<file path="src/rtl/ext_pkg.sv">
// Shared op codes for the pipelined immediate/load-data extender.
package ext_pkg;

  localparam int OP_W = 3;

  localparam logic [OP_W-1:0] EXT_SIGN  = 3'b000;
  localparam logic [OP_W-1:0] EXT_ZERO  = 3'b001;
  localparam logic [OP_W-1:0] EXT_UPPER = 3'b010;
  localparam logic [OP_W-1:0] EXT_NONE  = 3'b011;
  localparam logic [OP_W-1:0] EXT_LB    = 3'b100;
  localparam logic [OP_W-1:0] EXT_LBU   = 3'b101;
  localparam logic [OP_W-1:0] EXT_LH    = 3'b110;
  localparam logic [OP_W-1:0] EXT_LHU   = 3'b111;

endpackage

</file>
<file path="src/rtl/ext_lane_sel.sv">
// Picks the byte or halfword lane a load refers to (little-endian) and
// flags halfword loads at an odd byte offset.
module ext_lane_sel
  import ext_pkg::*;
#(
  parameter int DATA_W = 32
) (
  input  logic [DATA_W-1:0]           word,
  input  logic [$clog2(DATA_W/8)-1:0] byte_off,
  input  logic [OP_W-1:0]             op,
  output logic [15:0]                 lane,
  output logic                        misalign
);

  localparam int OFF_W = $clog2(DATA_W/8);

  logic [OFF_W-1:0] hw_base;
  logic [7:0]       byte_val;
  logic [15:0]      half_val;

  always_comb begin
    lane     = '0;
    misalign = 1'b0;
    hw_base  = byte_off & ~(OFF_W'(1));
    byte_val = word[{byte_off, 3'b000} +: 8];
    half_val = word[{hw_base, 3'b000} +: 16];
    case (op)
      EXT_LB, EXT_LBU: lane = {8'h00, byte_val};
      EXT_LH, EXT_LHU: begin
        // A misaligned halfword yields zero data so the extended result is 0.
        if (byte_off[0]) misalign = 1'b1;
        else             lane     = half_val;
      end
      default: lane = '0;
    endcase
  end

endmodule

</file>
<file path="src/rtl/ext_pipe.sv">
// Two-stage valid/ready extender: s1 selects the load lane, s2 extends
// to DATA_W. Flush drops both stages; reset clears everything.
module ext_pipe
  import ext_pkg::*;
#(
  parameter int DATA_W = 32,
  parameter int IMM_W  = 16
) (
  input  logic                        clk,
  input  logic                        reset,
  input  logic                        flush,
  input  logic                        in_valid,
  output logic                        in_ready,
  input  logic [OP_W-1:0]             op,
  input  logic [IMM_W-1:0]            imm,
  input  logic [DATA_W-1:0]           word,
  input  logic [$clog2(DATA_W/8)-1:0] byte_off,
  output logic                        out_valid,
  input  logic                        out_ready,
  output logic [DATA_W-1:0]           out,
  output logic                        err
);

  logic              s1_valid;
  logic [OP_W-1:0]   s1_op;
  logic [IMM_W-1:0]  s1_imm;
  logic [15:0]       s1_lane;
  logic              s1_err;
  logic              s2_valid;

  logic [15:0]       sel_lane;
  logic              sel_misalign;
  logic              s2_load;
  logic              s1_adv;
  logic [DATA_W-1:0] ext_val;

  ext_lane_sel #(.DATA_W(DATA_W)) u_lane_sel (
    .word     (word),
    .byte_off (byte_off),
    .op       (op),
    .lane     (sel_lane),
    .misalign (sel_misalign)
  );

  // in_ready depends only on stage occupancy and out_ready, never on in_valid.
  assign s2_load   = !s2_valid || out_ready;
  assign s1_adv    = s1_valid && s2_load;
  assign in_ready  = !s1_valid || s1_adv;
  assign out_valid = s2_valid;

  always_comb begin
    ext_val = '0;
    case (s1_op)
      EXT_SIGN:  ext_val = DATA_W'($signed(s1_imm));
      EXT_ZERO:  ext_val = DATA_W'(s1_imm);
      EXT_UPPER: ext_val = DATA_W'(s1_imm) << (DATA_W - IMM_W);
      EXT_NONE:  ext_val = '0;
      EXT_LB:    ext_val = DATA_W'($signed(s1_lane[7:0]));
      EXT_LBU:   ext_val = DATA_W'(s1_lane[7:0]);
      EXT_LH:    ext_val = DATA_W'($signed(s1_lane));
      EXT_LHU:   ext_val = DATA_W'(s1_lane);
      default:   ext_val = '0;
    endcase
  end

  always_ff @(posedge clk or posedge reset) begin
    if (reset) begin
      s1_valid <= 1'b0;
      s1_op    <= '0;
      s1_imm   <= '0;
      s1_lane  <= '0;
      s1_err   <= 1'b0;
    end else if (flush) begin
      s1_valid <= 1'b0;
    end else if (in_ready) begin
      s1_valid <= in_valid;
      if (in_valid) begin
        s1_op   <= op;
        s1_imm  <= imm;
        s1_lane <= sel_lane;
        s1_err  <= sel_misalign;
      end
    end
  end

  always_ff @(posedge clk or posedge reset) begin
    if (reset) begin
      s2_valid <= 1'b0;
      out      <= '0;
      err      <= 1'b0;
    end else if (flush) begin
      s2_valid <= 1'b0;
    end else if (s2_load) begin
      s2_valid <= s1_valid;
      if (s1_valid) begin
        out <= ext_val;
        err <= s1_err;
      end
    end
  end

endmodule

</file>
<file path="config.mk">
export PLATFORM = sky130hd
export DESIGN_NAME = ext_pipe
export DESIGN_NICKNAME = d
export VERILOG_FILES = /design/src/rtl/ext_pkg.sv /design/src/rtl/ext_lane_sel.sv /design/src/rtl/ext_pipe.sv
export SDC_FILE = /design/constraint.sdc
export NUM_CORES = 1
export LEC_CHECK = 0
export BUFFER_PORTS_ARGS = -buffer_cell sky130_fd_sc_hd__buf_2
export CAP_MARGIN = 10
export CORE_MARGIN = 10
export CORE_UTILIZATION = 40
export DETAILED_ROUTE_END_ITERATION = 10
export SYNTH_ARGS = -nofsm -noshare
export SYNTH_HDL_FRONTEND = slang
export SYNTH_SLANG_ARGS = --single-unit
export TNS_END_PERCENT = 10
</file>
<file path="constraint.sdc">
create_clock -name clk -period 3.5 [get_ports clk]
set_clock_uncertainty 0.15 [all_clocks]
set_input_delay 0.525 -clock clk [delete_from_list [all_inputs] [get_ports clk]]
set_output_delay 0.525 -clock clk [all_outputs]
set_load 0.005 [all_outputs]
</file>
After elaboration in Yosys (flattened, before gate mapping)
Cells that the tools add are included.
{"block": "totals", "out_inout_bits": 35, "inputBits": 58, "regBits": 71}
{"block": "classes", "n_shift": 2, "n_reduce_logical": 12, "n_eq_ne": 11, "n_mux": 9, "n_bitwise": 1}
{"op": "$pmux W32 S8", "count": 1}
{"op": "$pmux W16 S2", "count": 1}
{"op": "$shiftx A32 B6 Y16", "count": 1}
{"op": "$shiftx A32 B6 Y8", "count": 1}
{"op": "$eq A3 B3 Y1 const B", "count": 8}
{"op": "$mux W16", "count": 1}
{"op": "$eq A3 B2 Y1 const B", "count": 2}
{"op": "$mux W1", "count": 6}
{"op": "$reduce_and A3 Y1", "count": 2}
{"op": "$reduce_bool A2 Y1", "count": 2}
{"op": "$reduce_or A2 Y1", "count": 2}
{"op": "$eq A3 B1 Y1 const B", "count": 1}
{"op": "$logic_not A3 Y1", "count": 1}
{"op": "$logic_not A1 Y1", "count": 2}
{"op": "$logic_or A1 B1 Y1", "count": 2}
{"op": "$logic_and A1 B1 Y1", "count": 1}
{"op": "$not A1 Y1", "count": 1}

Logic depth before layout (Yosys ltp)
{"block": "logic_depth", "depth_word": 6, "depth_mapped": 6, "depth_no_buf": 4}

Cells and area by module
Synthesis repeated with hierarchy kept, for this count alone.
{"block": "unflattened", "hier_cells": 299, "area_unflattened_um2": 3390.8}
{"mod": "ext_pipe", "seq_area_each_um2": 1776.7, "n_inst": 1, "cells_per_inst": 260, "area_per_inst_um2": 3088.0}
{"mod": "ext_lane_sel", "seq_area_each_um2": 0.0, "n_inst": 1, "cells_per_inst": 39, "area_per_inst_um2": 302.8}

Worst setup path after synthesis
No wires, ideal clock.
{"block": "synth_path", "path_kind": "input to register", "start": "in out_ready", "end": "reg s1_imm[0]", "arrival_time_ns": 1.523, "n_path_buf": 2, "path_stages": 6, "path_slack_ns": 1.702, "t_required_ns": 3.225, "path_cell_list": "and3b_4 inv_2 nand2b_1 buf_6 buf_6 mux2_4"}
{"block": "synth_via", "elab_chain_len": 4}
{"element": "start: declaration", "line": "ext_pipe.sv:19", "source": "input logic out_ready,"}
{"element": "$logic_or A1 B1 Y1", "line": "ext_pipe.sv:46", "source": "assign s2_load = !s2_valid || out_ready;"}
{"element": "$logic_and A1 B1 Y1", "line": "ext_pipe.sv:47", "source": "assign s1_adv = s1_valid && s2_load;"}
{"element": "$logic_or A1 B1 Y1", "line": "ext_pipe.sv:48", "source": "assign in_ready = !s1_valid || s1_adv;"}
{"element": "net in_ready", "line": "ext_pipe.sv:13", "source": "output logic in_ready,"}
{"element": "$reduce_and A3 Y1 (no source line)"}
{"element": "end signal: assignment", "line": "ext_pipe.sv:79", "source": "s1_imm <= imm;"}
{"element": "end: declaration", "line": "ext_pipe.sv:26", "source": "logic [IMM_W-1:0] s1_imm;"}
The timed path passes the listed nets, and every way through them passes these cells.
A chain may end at the register's enable or synchronous reset.

Final worst setup path
{"block": "layout_path", "start": "reg s2_valid, in the netlist out_valid", "end": "reg out[3]"}
{"block": "layout_via", "elab_chain_len": 3}
{"element": "start: declaration", "line": "ext_pipe.sv:29", "source": "logic s2_valid;"}
{"element": "start signal: assignment", "line": "ext_pipe.sv:94", "source": "s2_valid <= s1_valid;"}
{"element": "$logic_not A1 Y1", "line": "ext_pipe.sv:46"}
{"element": "$logic_or A1 B1 Y1", "line": "ext_pipe.sv:46"}
{"element": "$reduce_and A3 Y1 (no source line)"}
{"element": "end signal: assignment", "line": "ext_pipe.sv:96", "source": "out <= ext_val;"}
{"element": "end: declaration", "line": "ext_pipe.sv:20", "source": "output logic [DATA_W-1:0] out,"}
No other way between the ends.

==> results_dict.tcl <==
set metrics [dict create \
    count_of_filler_cells_inserted_in_the_layout 793 \
    cts_tree "built" \
    num_antenna_cells 0 \
    routedWlPerCell_um 18.57 \
    crit_path_max_fanout 34 \
    globalRouteOverflowTotal 0 \
    clock_tree.buffer_depth 2 \
    start_util 0.4120 \
    cap_violations 0 \
    finalNetCount 438 \
    ff2ff_setup_slack_ps 1430 \
    cts_hold_buf 0 \
    timing.final.hold_violations 0 \
    period_minus_slack_ps 2069 \
    clockPowerShare 0.282 \
    commonest_cells_after_routing_fill_and_taps_aside "92 x buf_2, 71 x dfrtp_1, 59 x o21ai_0" \
    ioPinCount 93 \
    status "completed" \
    internal_power_w 0.001462 \
    total_clock_buffers_created_by_cts 9 \
    synth.top_cell.area_share 0.5223 \
    die_area_mm2 0.01259 \
    final_critical_path_setup_slack_ps 1431 \
    worstMarginPinSlew_ps 868.2 \
    yosys.cell_types.count 35 \
    yosys-top-cells-area "dfrtp_1 52%, o21ai_0 8.7%, o31ai_1 5.5%, a211oi_1 4.9%, mux2_4 4.4%" \
    mappedNetlistArea_mm2 0.003402 \
    cts_root_buffer_type "clkbuf_8" \
    antenna_found_initial 0 \
    dr_vias_cell 5.537 \
    dr_total_vias 2713 \
    worst_setup_path_start_kind "register" \
    drt-initial-drc-count 133 \
    drc 0 \
    crit_path_cell_trace "nor2b_2 > buf_4 > or2_1 > buf_4 > o21ai_0" \
    synth_sequential_area_ratio 0.5223 \
    rsz_0062_raised_after_global_routing "no" \
    detail-route-antenna-nets 0 \
    ys_ff_latch 71 \
    cts_setup_buffers 0 \
    slew_violations 0 \
    synthesis.yosys.warnings 0 \
    area.growth.synth_to_final_pct 19.93 \
    synthCells 300 \
    via_count_of_the_first_global_routing_pass 2821 \
    cp-end-kind "register" \
    drt-total-wl_um 9100 \
    worst-endpoint-arrival_ps 2130 \
    hold_path.class "primary input to register" \
    power.share.switching 0.2956 \
    synth_top_area_cell "dfrtp_1" \
    finalSetupViolCount 0 \
    clk_pin_slew_ps 70 \
    globalplace.congestion 0.7955 \
    cts_num_sinks 71 \
    design.core.area_mm2 0.008258 \
    gr-usage-all-layers 0.1430 \
    finalCritPeriodShare 0.5910 \
    critPathKind "register to register" \
    worst_ep_required_time_ps 3560 \
    cts.repair.resized 0 \
    timing.critical_path.max_delay_family "simple AND/OR/NAND/NOR gates" \
    dp_worst_setup_slack_ps 1101 \
    switching_power_w 0.0006135 \
    total_number_of_placement_rows 33 \
    synthesis.area_per_instance_um2 11.34 \
    f_max_ghz 0.4834 \
    grt_pass1_wl_um 15080 \
    syn_nets 358 \
    cp_slowest_stage_delay_ps 510 \
    die_y_um 112.2 \
    placement.io_buffers 92 \
    p_per_area_mw_per_mm2 508.7 \
    die_width_um 112.2 \
    static-leakage-power_nw 1.967 \
    critPathBufInv 2 \
    maximum_number_of_pins_on_one_net_before_global_route_repair 72 \
    dpl.hpwl_um 6618 \
    drt_pre_antenna_iters 7 \
    post_route_cells_drive_above_1_share 0.3610 \
    crit_path_slowest_cell "or2_1" \
    latest_clock_arrival_within_the_worst_skew_pair_ps 340 \
    finalSetupTns_ps 0 \
    power.share.combinational 0.211 \
    mostFrequentLayoutCell "buf_2" \
    max_slew_margin 0.4212 \
    cpMostUsedCell "buf_4" \
    ctsHtreeMaxLevel 3 \
    vdd_ir_drop_max_uv 152.0 \
    seq_power_share 0.506 \
]
==> Yosys cell counts <==
library cell,number
mux2i_1,15
dfrtp_1,71
mux2_1,2
nand2b_4,1
nor3b_2,1
o211a_1,1
inv_1,1
o31ai_1,25
and3b_4,1
nor4bb_1,1
mux2_2,7
nor2b_2,1
a211oi_1,22
clkbuf_1,16
nand3b_1,2
nor2_1,7
buf_4,1
buf_2,9
a22oi_1,8
clkbuf_2,1
a31o_2,1
o22ai_1,7
or2_1,1
a22o_1,7
nor2b_1,1
mux2_4,10
o21ai_0,59
a21o_1,1
nand2_1,2
nand2b_1,3
nand3_1,2
inv_2,1
and3_1,7
mux4_2,1
buf_6,4
==> routing by layer <==
layer	wire length [um]	global-route usage	up-vias
li1	-	-	1298
met1	4287	0.1932	1318
met2	4142	0.2182	88
met3	568	0.03568	9
met4	100	0.04822	0
met5	0	0	-
==> path summary, 6_finish.rpt <==
| check | start | to | cells past startpoint |
|---|---|---|---|
| max | out_valid | out[3] | 5 |
| max reg2reg | out_valid | out[3] | 5 |
| max in group asynchronous | reset | s1_lane[10] | 3 |
| min | flush | s1_valid | 2 |
| min reg2reg | out[16] | out[16] | 2 |
| min in group asynchronous | reset | out[28] | 3 |
==> cell type report <==
cell class / count / area, um2 / area share
clock buffers: 13 / 158.9 / 0.03895
multi-input cells: 196 / 1455 / 0.3566
repair buffers: 100 / 533.0 / 0.1306
inverters: 2 / 7.507 / 0.001840
well taps: 105 / 131.4 / 0.03220
clock inverters: 3 / 17.52 / 0.004293
flip-flops and latches: 71 / 1777 / 0.4354
==> kinds of logic after synthesis <==
family	count (synthesis)	synth area share
buffers and inverters	33	0.05001
and+or+nand+nor	30	0.05627
muxes	35	0.1247
AOI/OAI and AO/OA	131	0.2468
DFF	71	0.5222
==> power groups by stage <==
stage          registers [W]  clock network [W]  logic [W]
6_report             0.00105           0.000586   0.000439
5_1_grt              0.00107           0.000638   0.000498
4_1_cts              0.00105           0.000600   0.000449
3_5_place_dp         0.00107                  0   0.000447
3_3_place_gp         0.00107                  0   0.000439
2_1_floorplan        0.00103                  0   0.000281
==> stage by stage <==
stage                     std cells  instance area (um2)  utilization  hold slack, ps  power (W)
after global placement          474                 3904       0.4727           343.5   0.001506
final                           490                 4080       0.4941           216.3   0.002075
after floorplan                 300                 3402            -           319.6   0.001312
after detailed placement        474                 3904       0.4727           344.6   0.001517
after global routing            490                 4080       0.4941           229.8   0.002205
after CTS                       490                 4080       0.4941           211.8   0.002103
==> state kept, by name (all words and copies together), names as in the netlist <==
signal	flops
err	1
out	32
s1_imm	16
s1_op	3
s1_valid	1
out_valid	1
s1_lane	16
s1_err	1
==> worst reg2reg max path, stage by stage (launching register included) <==
cell     delay, ps
dfrtp_1        360
nor2b_2        130
buf_4          310
or2_1          530
buf_4          330
o21ai_0        130
No activity file was read; power rests on OpenSTA's default activity.
